### src/rtl/fifo_rd_pkg.sv
// rtl/fifo_rd_pkg.sv - shared types and helpers for the FIFO stream reader
//
// Contents:
//   rd_state_t      - reader FSM states (RD_EMPTY: no word held, RD_HOLD: word held)
//   beats_per_word  - number of OUT_W beats in one DATA_W word
//   width_ok        - true when DATA_W is an integer multiple of OUT_W
package fifo_rd_pkg;

    typedef enum logic {
        RD_EMPTY = 1'b0,
        RD_HOLD  = 1'b1
    } rd_state_t;

    function automatic int beats_per_word(input int data_w, input int out_w);
        return data_w / out_w;
    endfunction

    function automatic bit width_ok(input int data_w, input int out_w);
        return (out_w > 0) && (data_w >= out_w) && ((data_w % out_w) == 0);
    endfunction

endpackage

### src/rtl/fifo_stream_reader.sv
// rtl/fifo_stream_reader.sv - drains a show-ahead FIFO into a valid/ready beat stream
//
// Pops DATA_W-bit words from a show-ahead FIFO and emits them as OUT_W-bit
// beats, marking the final beat of each word with o_last.
//
// Build option: FIFO_RD_MSB_FIRST_EN - when defined, beat 0 carries the most
// significant OUT_W bits of the word; otherwise beat 0 carries the LSBs.
//
// Ports:
//   clk            clock
//   rst            asynchronous active-high reset
//   i_fifo_empty   FIFO empty flag
//   i_fifo_rddata  FIFO show-ahead read data
//   o_fifo_rden    FIFO pop strobe (combinational)
//   i_flush        discard the currently held word
//   o_valid        beat valid
//   o_data         beat data
//   o_last         final beat of the current word
//   i_ready        downstream accept
//   o_busy         a word is held (same as o_valid)
module fifo_stream_reader
    import fifo_rd_pkg::*;
#(
    parameter int DATA_W = 128,
    parameter int OUT_W  = 32
) (
    input  logic              clk,
    input  logic              rst,
    input  logic              i_fifo_empty,
    input  logic [DATA_W-1:0] i_fifo_rddata,
    output logic              o_fifo_rden,
    input  logic              i_flush,
    output logic              o_valid,
    output logic [OUT_W-1:0]  o_data,
    output logic              o_last,
    input  logic              i_ready,
    output logic              o_busy
);

    localparam int R     = beats_per_word(DATA_W, OUT_W);
    localparam int CNT_W = (R > 1) ? $clog2(R) : 1;
    localparam int IDX_W = (DATA_W > 1) ? $clog2(DATA_W) : 1;
    localparam logic [CNT_W-1:0] LAST_CNT = CNT_W'(R - 1);

    if (!width_ok(DATA_W, OUT_W)) begin : g_width_check
        $fatal(1, "fifo_stream_reader: DATA_W must be an integer multiple of OUT_W");
    end

    rd_state_t         state, state_nxt;
    logic [CNT_W-1:0]  cnt, cnt_nxt;
    logic [DATA_W-1:0] hold;
    logic              load;
    logic              accept;
    logic [CNT_W-1:0]  sel;
    logic [IDX_W-1:0]  bit_off;

    assign o_valid = (state == RD_HOLD);
    assign o_busy  = o_valid;
    // Gated with o_valid so o_last reads 0 whenever no word is held.
    assign o_last  = o_valid && (cnt == LAST_CNT);
    assign accept  = o_valid && i_ready;

    // Pop when idle, or when the last beat leaves this cycle so the next word
    // follows without a bubble. A flush suppresses the pop.
    assign o_fifo_rden = !i_fifo_empty && !i_flush &&
                         ((state == RD_EMPTY) || (accept && o_last));

`ifdef FIFO_RD_MSB_FIRST_EN
    assign sel = LAST_CNT - cnt;
`else
    assign sel = cnt;
`endif

    assign bit_off = IDX_W'(sel) * IDX_W'(OUT_W);
    assign o_data  = hold[bit_off +: OUT_W];

    always_comb begin
        state_nxt = state;
        cnt_nxt   = cnt;
        load      = 1'b0;
        if (i_flush) begin
            state_nxt = RD_EMPTY;
            cnt_nxt   = '0;
        end else if (o_fifo_rden) begin
            state_nxt = RD_HOLD;
            cnt_nxt   = '0;
            load      = 1'b1;
        end else if (accept) begin
            if (o_last) begin
                state_nxt = RD_EMPTY;
                cnt_nxt   = '0;
            end else begin
                cnt_nxt = cnt + CNT_W'(1);
            end
        end
    end

    always_ff @(posedge clk or posedge rst) begin
        if (rst) begin
            state <= RD_EMPTY;
            cnt   <= '0;
        end else begin
            state <= state_nxt;
            cnt   <= cnt_nxt;
        end
    end

    always_ff @(posedge clk or posedge rst) begin
        if (rst) begin
            hold <= '0;
        end else if (load) begin
            hold <= i_fifo_rddata;
        end
    end

endmodule

### config.mk
export PLATFORM = sky130hd
export DESIGN_NAME = fifo_stream_reader
export DESIGN_NICKNAME = d
export VERILOG_FILES = /design/src/rtl/fifo_rd_pkg.sv /design/src/rtl/fifo_stream_reader.sv
export SDC_FILE = /design/constraint.sdc
export NUM_CORES = 1
export LEC_CHECK = 0
export ABC_AREA = 1
export BUFFER_PORTS_ARGS = -buffer_cell sky130_fd_sc_hd__buf_2
export CAP_MARGIN = 20
export CORE_MARGIN = 2
export CORE_UTILIZATION = 53
export CTS_CLUSTER_SIZE = 30
export DETAILED_ROUTE_END_ITERATION = 8
export HOLD_SLACK_MARGIN = 0.08
export PLACE_DENSITY_LB_ADDON = 0.15
export REMOVE_ABC_BUFFERS = 1
export SLEW_MARGIN = 10
export SYNTH_ARGS = -nofsm -noshare
export SYNTH_HDL_FRONTEND = slang
export SYNTH_SLANG_ARGS = --single-unit
export TNS_END_PERCENT = 100
### constraint.sdc
create_clock -name clk -period 4.8 [get_ports clk]
set_input_delay 0.72 -clock clk [delete_from_list [all_inputs] [get_ports clk]]
set_output_delay 0.72 -clock clk [all_outputs]
set_load 0.01 [all_outputs]
==> metrics.txt, run 1 <==
status=finished, final reports clean; max-cap violations=0; CTS Sinks=131; root buf cell=clkbuf_16; sequential-to-total area share from yosys stat=50.1%; multiplexer share of the synthesized area=0%; Initial Util=54.4%; clk slew on worst S/H paths=roughly 0.05 ns; Synth Register Bits=131; WP data required=4.08 ns; Final Critical Period=3.24 ns; clk_lat worst skew=0.41 ns; most common cell after layout, fill and taps aside=nand2_1; final slew viol count=0; CTS tree=done; number of distinct library cells after synthesis=16; H-tree depth=4; Antenna Cells=0; worst reg-to-reg setup slack=2.04 ns; Total GRT Usage=25.9%; critical path type=reg -> out; Hold WS=0.429 ns; fmax=a little over 0.3 GHz; Top Ports=169; Final HPWL DP=10.3 mm; wire length of the first global-routing pass=approximately 26 mm; Post-Synth Simple-Gate Area=32.8%; Pwr Total=3.17 mW; Num CTS Buffers=17; postcts setup bufs=0; DRC=0; Vias/cell=5.03; Syn Inst Count=between 800 and 900; via count=5,809; Starting DRT DRC Count=a little under 400; R2R Path Start=cnt[1]$_DFFE_PP0P_; ratio of cells with drive above 1 in the final layout=21.0%; die height=115 µm; xor and xnor area share after synthesis=0%; Synth Area per Inst=7.59 µm²; Die X=roughly 120 µm; period utilization=67.6%; maximum VDD drop=0.311 mV; # rows=40; area of the core=12,000 µm²; largest net degree at the start of global routing=91; RD Place Congestion=~0.77; antenna violations before repair=1; most frequent cells in the layout=391 x nand2_1, 168 x buf_2, 130 x dfrtp_1; Synth Area in Compound Gates=about 6.3%; Crit Reg-Reg Endpoint=hold[81]$_DFFE_PP0P_; Die ar.=13,200 µm²; worst-case reg-to-reg path depth=6; synthesized-area fraction occupied by adder cells=0.191%; total negative slack=0 ns; Yosys Warn Count=0; post-cts resize count=0; Detailed Route WL=16.1 mm; Worst Hold Class=in -> async; First-pass DRT Iterations=4; Hold-fix buffers, CTS=0; maximum clock path buffer count=2; final worst clock skew=0.00376 ns; synthesized area=between 6000 and 7000 µm²; Overflow after GRT=0; Power Density=403 nW/µm²; Final setup viols=0; Pleak=4.49 nW; Critical Path Sink Type=output port; unrepaired setup endpoints after global routing=no; Worst Tran Pin Value=between 0.9 and 1 ns; number of cells after detailed placement=1,123; critical path peak fanout=19; Arr. time, crit path=2.52 ns; routed len/inst=approximately 14 µm; largest family of logic cells by synthesized area=simple AND/OR/NAND/NOR gates; I/O Buffers=168; Area Overhead vs Synth=20.2%; max_slew headroom=a little under 40%; ANT nets after route=0; startpoint types=flop; vias in the first global route=5,425; Nets=about 1,100; Finished Layout Cells=between 1,000 and 1,500; Fin. Hold Viols=0
[cell families (layout without fill, tap and decap cells)]
group,count (synthesis),count (layout)
simple gates,527,527
flops,131,131
compound gates,66,66
fa+ha+maj,1,1
buf+inv,136,283
[area by class of cell]
type | instances | area (µm²)
Clock buffer | 29 | 541
Clock inverter | 3 | 40.0
Fill cell | 1094 | 4150
Inverter | 72 | 273
Multi-Input combinational cell | 594 | 2580
Sequential cell | 131 | 3280
Tap cell | 147 | 184
Timing Repair Buffer | 179 | 956
[worst max path at each step]
stage	cells past startpoint	start	slack [ns]	endpoint
after global placement	5	cnt[1]$_DFFE_PP0P_	1.80	o_data[29]
after detailed placement	6	cnt[1]$_DFFE_PP0P_	1.97	o_data[23]
after floorplan	3	i_fifo_empty	-1.26	o_fifo_rden
after global routing	6	cnt[1]$_DFFE_PP0P_	1.37	o_data[26]
final	6	cnt[1]$_DFFE_PP0P_	1.56	o_data[23]
after CTS	6	cnt[1]$_DFFE_PP0P_	1.52	o_data[10]
[through the flow]
stage | cell area [µm²] | setup slack, ns | util, %
floorplan | 6120 | -1.26 | -
global placement | 7230 | 1.80 | 60.2
detailed placement | 7280 | 1.97 | 60.6
CTS | 7860 | 1.52 | 65.4
global route | 7860 | 1.37 | 65.4
finish | 7860 | 1.56 | 65.4
[worst max-delay path, stage by stage, from the launching register on]
cell      delay, ns
dfrtp_1        0.74
buf_4          0.37
inv_1          0.37
buf_16         0.30
o211ai_1       0.10
nand2_1        0.08
buf_2          0.14
[metal layers]
layer / routed length, µm / track usage, % / vias up / share of wire, %
li1: - / - / 2971 / -
met1: 7420 / 35.7 / 2663 / 46
met2: 7410 / 39.1 / 149 / 46
met3: 906 / 7.70 / 24 / 5.6
met4: 324 / 9.48 / 2 / 2.0
met5: 13 / 0 / - / 0.081
[registers in the layout, summed over array words and instances, names as in the netlist]
signal  count
cnt         2
hold      128
o_busy      1
[report_power, final]
| part | leakage, nW | internal (mW) | switching [mW] |
|---|---|---|---|
| registers | 1.63 | 1.28 | 0.0962 |
| clock network | 0.288 | 0.808 | 0.446 |
| logic | 2.57 | 0.221 | 0.318 |
| total | 4.49 | 2.31 | 0.860 |
[Yosys cell counts, drive strengths merged]
cell / n / area, µm²
nand2: 393 / 1480
dfrtp: 131 / 3280
nand3: 129 / 646
inv: 72 / 270
buf: 57 / 394
o211ai: 32 / 240
o21ai: 32 / 160
clkbuf: 7 / 26.3
nor2: 5 / 21.3
a21oi: 2 / 10.0
ha: 1 / 12.5
(Power assumes the default switching activity.)
==> inputs of run 2 (changes only) <==
Settings changed: ABC_AREA 1 to 0, CORE_UTILIZATION 53 to 48.
Clock period 4.8 ns to 2.9 ns, I/O delays scaled along.
==> run 2 against run 1 <==
Power increased by 77%. Routed wire length decreased by 22%. Synthesized area decreased by 4.2%. Non-clock buffer count decreased by 3. Hold slack got worse by 0.31 ns. Sequential share of layout area increased by 0.68 points. Die area increased by 5.5%. Largest cell class unchanged. Largest power group unchanged.
==> metrics.txt, run 2 <==
vias in the first global route=3,876 (-29%); postcts setup bufs=0 (unchanged); wire length of the first global-routing pass=20.3 mm (-23%); largest family of logic cells by synthesized area=multiplexers; I/O Buffers=168 (unchanged); clk_lat worst skew=0.42 ns (about the same); maximum VDD drop=0.563 mV (+81%); critical path peak fanout=65 (+46); status=finished, final reports clean; Top reg by flops=hold; synthesized area=6260 µm² (-4.2%); antenna violations before repair=2 (+1); ratio of cells with drive above 1 in the final layout=72.3% (+51 points); Synth Area in Compound Gates=0.500% (-5.8 points); routed len/inst=18.2 µm (+31%); Final setup viols=0 (unchanged); top cells by count, synth=131 x dfrtp_1, 109 x mux2_4, 32 x mux4_2; Async SR Flop Fraction=100% (unchanged); Die X=118 µm (+2.7%); most frequent cells in the layout=168 x buf_2, 129 x dfrtp_1, 109 x mux2_4; sequential-to-total area share from yosys stat=52.4% (+2.2 points); CTS Sinks=131 (unchanged); Vias/cell=5.04 (+0.14%); Starting DRT DRC Count=183 (-53%); Nets=634 (-44%); Power Density=726 nW/µm² (+80%); Die ar.=14,000 µm² (+5.5%); Seq pwr share=42.1% (-1.3 points); Multi-input gate area=2680 µm² (+3.6%); die height=118 µm (+2.7%); First-pass DRT Iterations=4 (unchanged); Switching Share=23.0% (-4.2 points); Num CTS Buffers=17 (unchanged); period utilization=84.8%; xor and xnor area share after synthesis=0% (unchanged); ANT nets after route=0 (unchanged); number of enable flip-flop cells after synthesis=0 (unchanged); post-cts resize count=0 (unchanged); final worst clock skew=0.00656 ns (+0.00280 ns); Synth Area per Inst=19.1 µm² (+150%); root buf cell=clkbuf_16; max_slew headroom=56.9% (+18 points); Comb power frac=18.8% (+1.8 points); Syn Inst Count=328 (-62%); startpoint types=flop; critical path type=reg -> out; fmax=0.407 GHz; ys flop type=dfrtp_1; CTS tree=done; Internal=4.33 mW (+87%); fillers=987 (-9.8%); Final HPWL DP=8.50 mm (-17%); most frequent cell after synthesis=dfrtp_1; Total GRT Usage=19.2% (-6.7 points); RD Place Congestion=0.751 (-2.4%); main area contributors after synthesis=dfrtp_1 52%, mux2_4 26%, mux4_2 12%, buf_12 3.5%, mux2_2 3.4%; final slew viol count=0 (unchanged); Hold-fix buffers, CTS=0 (unchanged); largest net degree at the start of global routing=66 (-27%); Psw=1.29 mW (+50%); Arr. time, crit path=2.02 ns (-0.50 ns); clk slew on worst S/H paths=0.05 ns (about the same); Final Worst Setup Slack=0.441 ns (-1.11 ns); Post-Synth Simple-Gate Area=0.839% (-32 points); DRC=0 (unchanged); unrepaired setup endpoints after global routing=no; most common cell after layout, fill and taps aside=buf_2; Critical Path Sink Type=output port; H-tree depth=4 (unchanged); Final Critical Period=~2.5 ns; sequential cell area=3280 µm² (about the same); largest area contributor in the netlist=dfrtp_1; number of distinct library cells after synthesis=22 (+6); Clk pwr share=39.1% (-0.5 points); max-cap violations=0 (unchanged); Yosys Warn Count=0 (unchanged); Area Overhead vs Synth=23.5%; max reg flops=128 (unchanged); # rows=41 (+2.5%); Worst Hold Class=in -> async; Initial Util=49.4% (-5.0 points); multiplexer share of the synthesized area=41.2% (+41 points); pre-CTS setup slack=0.870 ns (-1.10 ns); Overflow after GRT=0 (unchanged); area of the core=12,700 µm² (+5.5%); Top Ports=169 (unchanged); Yosys top cell area share=52.4% (+2.2 points); via count=3,455 (-41%); Synth Register Bits=131 (unchanged); WP data required=2.47 ns (-1.61 ns); Detailed Route WL=12.5 mm (-22%); Fin. Hold Viols=0 (unchanged); Worst Tran Pin Value=0.647 ns (-0.264 ns); fin util=61.0% (-4.4 points); maximum clock path buffer count=2 (unchanged); synthesized-area fraction occupied by adder cells=0.200% (+0.0085 points); Pleak=3.64 nW (-19%)
run 2: cell count changes in the layout (fill, tap and decap cells not counted), sizes merged, moves of 31 or more:
cell and change:
mux2 +128, nand3 -129, inv -71, mux4 +32, o21ai -32, o211ai -31
nand2 -392
run 2: power by group through the flow:
stage                     combinational (mW)  sequential [mW]  clock (mW)
final                                   1.06             2.37        2.19
after global placement                  1.04             2.38           0
after floorplan                        0.809             2.33           0
after global routing                    1.13             2.41        2.35
after CTS                               1.07             2.37        2.25
after detailed placement                1.06             2.39           0
run 2: worst max-delay path, stage by stage, from the launching register on:
cell,delay [ns]
dfrtp_2,0.37
ha_1,0.24
a21boi_4,0.09
nor3_4,0.22
buf_12,0.41
buf_2,0.22
run 2: cell type report:
| class | instances | area share (%) |
|---|---|---|
| Antenna cell | 1 | 0.0324 |
| Multi-Input combinational cell | 173 | 34.6 |
| Inverter | 1 | 0.0809 |
| Timing Repair Buffer | 176 | 12.1 |
| Clock inverter | 9 | 1.63 |
| Clock buffer | 23 | 6.31 |
| Tap cell | 172 | 2.78 |
| Sequential cell | 131 | 42.4 |
run 2: layer usage:
layer / wire length (µm) / up-vias / track usage (%)
met2: 5930 / 113 / 28.0
met5: 13 / - / 0
met3: 980 / 14 / 8.59
met1: 5390 / 1765 / 25.0
li1: - / 1561 / -
met4: 168 / 2 / 7.38
run 2: worst paths after layout:
check,startpoint,to,slack (ns),cells after the start
setup / recovery,cnt[1]$_DFFE_PP0P_,o_fifo_rden,0.44,5
hold / removal,rst,hold[73]$_DFFE_PP0P_,0.11,2
setup reg to reg,cnt[1]$_DFFE_PP0P_,hold[33]$_DFFE_PP0P_,0.98,5
hold reg to reg,hold[33]$_DFFE_PP0P_,hold[33]$_DFFE_PP0P_,0.50,1
max in group asynchronous,rst,hold[111]$_DFFE_PP0P_,2.07,3
min in group clk,i_fifo_rddata[68],hold[68]$_DFFE_PP0P_,0.24,2
run 2: cell families (layout without fill, tap and decap cells):
group,Yosys count,after routing
DFF,131,131
other,0,1
adders and majority gates,1,1
buffers and inverters,24,209
and+or+nand+nor,8,8
muxes,161,161
AOI/OAI and AO/OA,3,3
run 2: stage by stage:
step | hold slack, ns | std cells | TNS [ns] | cell area [µm²] | power (mW)
final | 0.114 | 686 | 0 | 7730 | 5.61
after floorplan | 0.476 | 305 | -668.49 | 5960 | 3.14
after global placement | 0.485 | 653 | 0 | 7120 | 3.42
after detailed placement | 0.488 | 653 | 0 | 7120 | 3.46
after global routing | 0.157 | 685 | 0 | 7730 | 5.89
after CTS | 0.126 | 685 | 0 | 7730 | 5.69
==> inputs of run 3 (changes only) <==
Settings changed: CORE_UTILIZATION 48 to 53.
Clock period 2.9 ns to 2.5 ns, I/O delays scaled along.
==> run 3 against run 2 <==
Hold slack gained 0.076 ns. Combinational power up 16%. Register-to-register slack got worse by 0.45 ns. Critical path type unchanged.
==> metrics.txt, run 3 (same netlist as run 2, synthesis figures left out) <==
Power Density=812 nW/µm² (+12%); Die X=113 µm (-4.7%); antenna violations before repair=0 (-2); Final Critical Period=2.38 ns; most common cell after layout, fill and taps aside=buf_2; Hold WS=0.190 ns (+0.0765 ns); R2R Path Start=cnt[1]$_DFFE_PP0P_; Nets=636 (+0.32%); startpoint types=flop; total negative slack=0 ns (unchanged); Top reg by flops=hold; Fin. Hold Viols=0 (unchanged); root buf cell=clkbuf_16; Area Overhead vs Synth=22.6%; Antenna Cells=0 (-1); CTS tree=done; CP startpoint=cnt[0]$_DFFE_PP0P_; die height=113 µm (-4.7%); cells along the critical path=buf_4 > mux4_2 > buf_2; worst-case reg-to-reg path depth=6 (+1); post-cts resize count=0 (unchanged); Worst Hold Launch=i_fifo_rddata[49]; critical path type=reg -> out; Detailed Route WL=12.0 mm (-3.7%); Worst Hold Class=in -> reg; Crit Reg-Reg Endpoint=hold[21]$_DFFE_PP0P_; Critical Path Sink Type=output port; Worst Tran Pin Value=0.558 ns (-0.0886 ns); via count=3,455 (unchanged); I/O Buffers=168 (unchanged); clk_lat worst skew=0.41 ns (about the same); critical path peak fanout=34 (-48%); area of the core=11,500 µm² (-9.5%); Die ar.=12,700 µm² (-9.1%); # rows=39 (-4.9%); wire length of the first global-routing pass=20.0 mm (-1.4%); sink of the worst hold path=hold[49]$_DFFE_PP0P_; fmax=0.421 GHz; Overflow after GRT=0 (unchanged); max reg flops=128 (unchanged); Vias/cell=5.27 (+4.6%); Hold Path Stages=2; Num CTS Buffers=17 (unchanged); maximum clock path buffer count=2 (unchanged); ANT nets after route=0 (unchanged); Final setup viols=0 (unchanged); max-cap violations=0 (unchanged); maximum VDD drop=0.671 mV (+19%); largest net degree at the start of global routing=58 (-12%); Starting DRT DRC Count=175 (-4.4%); WP data required=2.12 ns (-0.35 ns); CTS Sinks=131 (unchanged); Bufs and invs on worst path=2 (unchanged); H-tree depth=4 (unchanged); CP delay by family, top=buffers and inverters; fillers=820 (-17%); Initial Util=54.6% (+5.2 points); Arr. time, crit path=2.00 ns (-0.02 ns); DRC=0 (unchanged); Final HPWL DP=8.01 mm (-5.7%); Total GRT Usage=20.7% (+1.6 points); unrepaired setup endpoints after global routing=no; worst reg-to-reg setup slack=0.53 ns (-0.45 ns); final slew viol count=0 (unchanged); Pleak=3.63 nW (-0.41%); period utilization=95.1%; max_slew headroom=62.8% (+5.9 points); routed len/inst=18.3 µm (+0.65%); crit path max-delay cell type=mux4_2; ratio of cells with drive above 1 in the final layout=71.7% (-0.58 points); clk slew on worst S/H paths=0.05 ns (about the same); CP max stage delay=0.60 ns (+0.19 ns); RD Place Congestion=0.772 (+2.8%); Pwr Total=6.23 mW (+11%); final worst clock skew=0.00494 ns (-0.00162 ns); most frequent cells in the layout=168 x buf_2, 129 x dfrtp_1, 109 x mux2_4; First-pass DRT Iterations=4 (unchanged); status=finished, final reports clean; Top Ports=169 (unchanged); vias in the first global route=3,819 (-1.5%)
==> run 3: cell count changes in the layout (fill, tap and decap cells not counted), sizes merged <==
cell / before / now
buf: 176 / 177
bufinv: 3 / 1
clkbuf: 23 / 24
clkinvlp: 1 / 0
diode: 1 / 0
dlygate4sd3: 0 / 1
==> run 3: timing repair <==
item,in CTS,in global routing
buffers inserted,0,0
hold endpoints to repair,28,0
hold buffers,1,0
==> run 3: through the flow <==
step           instances  worst slack [ns]  utilization (%)  cell area [µm²]
3_3_place_gp         625             0.556             62.1             7130
5_1_grt              656            0.0423             66.9             7670
3_5_place_dp         625             0.516             62.1             7130
4_1_cts              656             0.100             66.9             7670
2_1_floorplan        305             -4.60                -             5960
6_report             656             0.124             66.9             7670
==> run 3: where the power goes <==
part           internal, mW  total, mW  switching, mW
combinational         0.832       1.23          0.394
sequential             2.53       2.75          0.225
clock                  1.42       2.26          0.834
total                  4.78       6.23           1.45
==> run 3: worst register-to-register path, cell delays in order (launching register included) <==
cell      delay [ns]
dfrtp_2         0.38
ha_1            0.24
a21boi_4        0.09
nor3_4          0.22
buf_12          0.26
buf_12          0.29
mux2_2          0.39
==> run 3: worst max-delay path by stage <==
stage / slack [ns] / end / cells past startpoint
detailed placement: 0.52 / hold[21]$_DFFE_PP0P_ / 6
floorplan: -4.60 / hold[18]$_DFFE_PP0P_ / 4
global placement: 0.56 / o_data[4] / 3
CTS: 0.10 / o_data[0] / 3
finish: 0.12 / o_data[0] / 3
global route: 0.04 / o_data[0] / 3
==> run 3: per-layer routing <==
metal	global-route usage [%]	share of wire (%)	vias to the layer above
met1	28.1	44	1755
li1	-	-	1565
met5	0	0	-
met2	30.8	47	115
met4	9.43	2.1	0
met3	6.70	6.9	20
==> run 3: cell type report <==
cell class	instances	area (µm²)	area share [%]
sequential	131	3280	42.8
multi-input combinational	173	2680	34.9
clock buffer	24	482	6.28
timing repair buffer	178	993	12.9
inverter	1	6.26	0.0815
tap	143	179	2.33
clock inverter	6	55.1	0.717
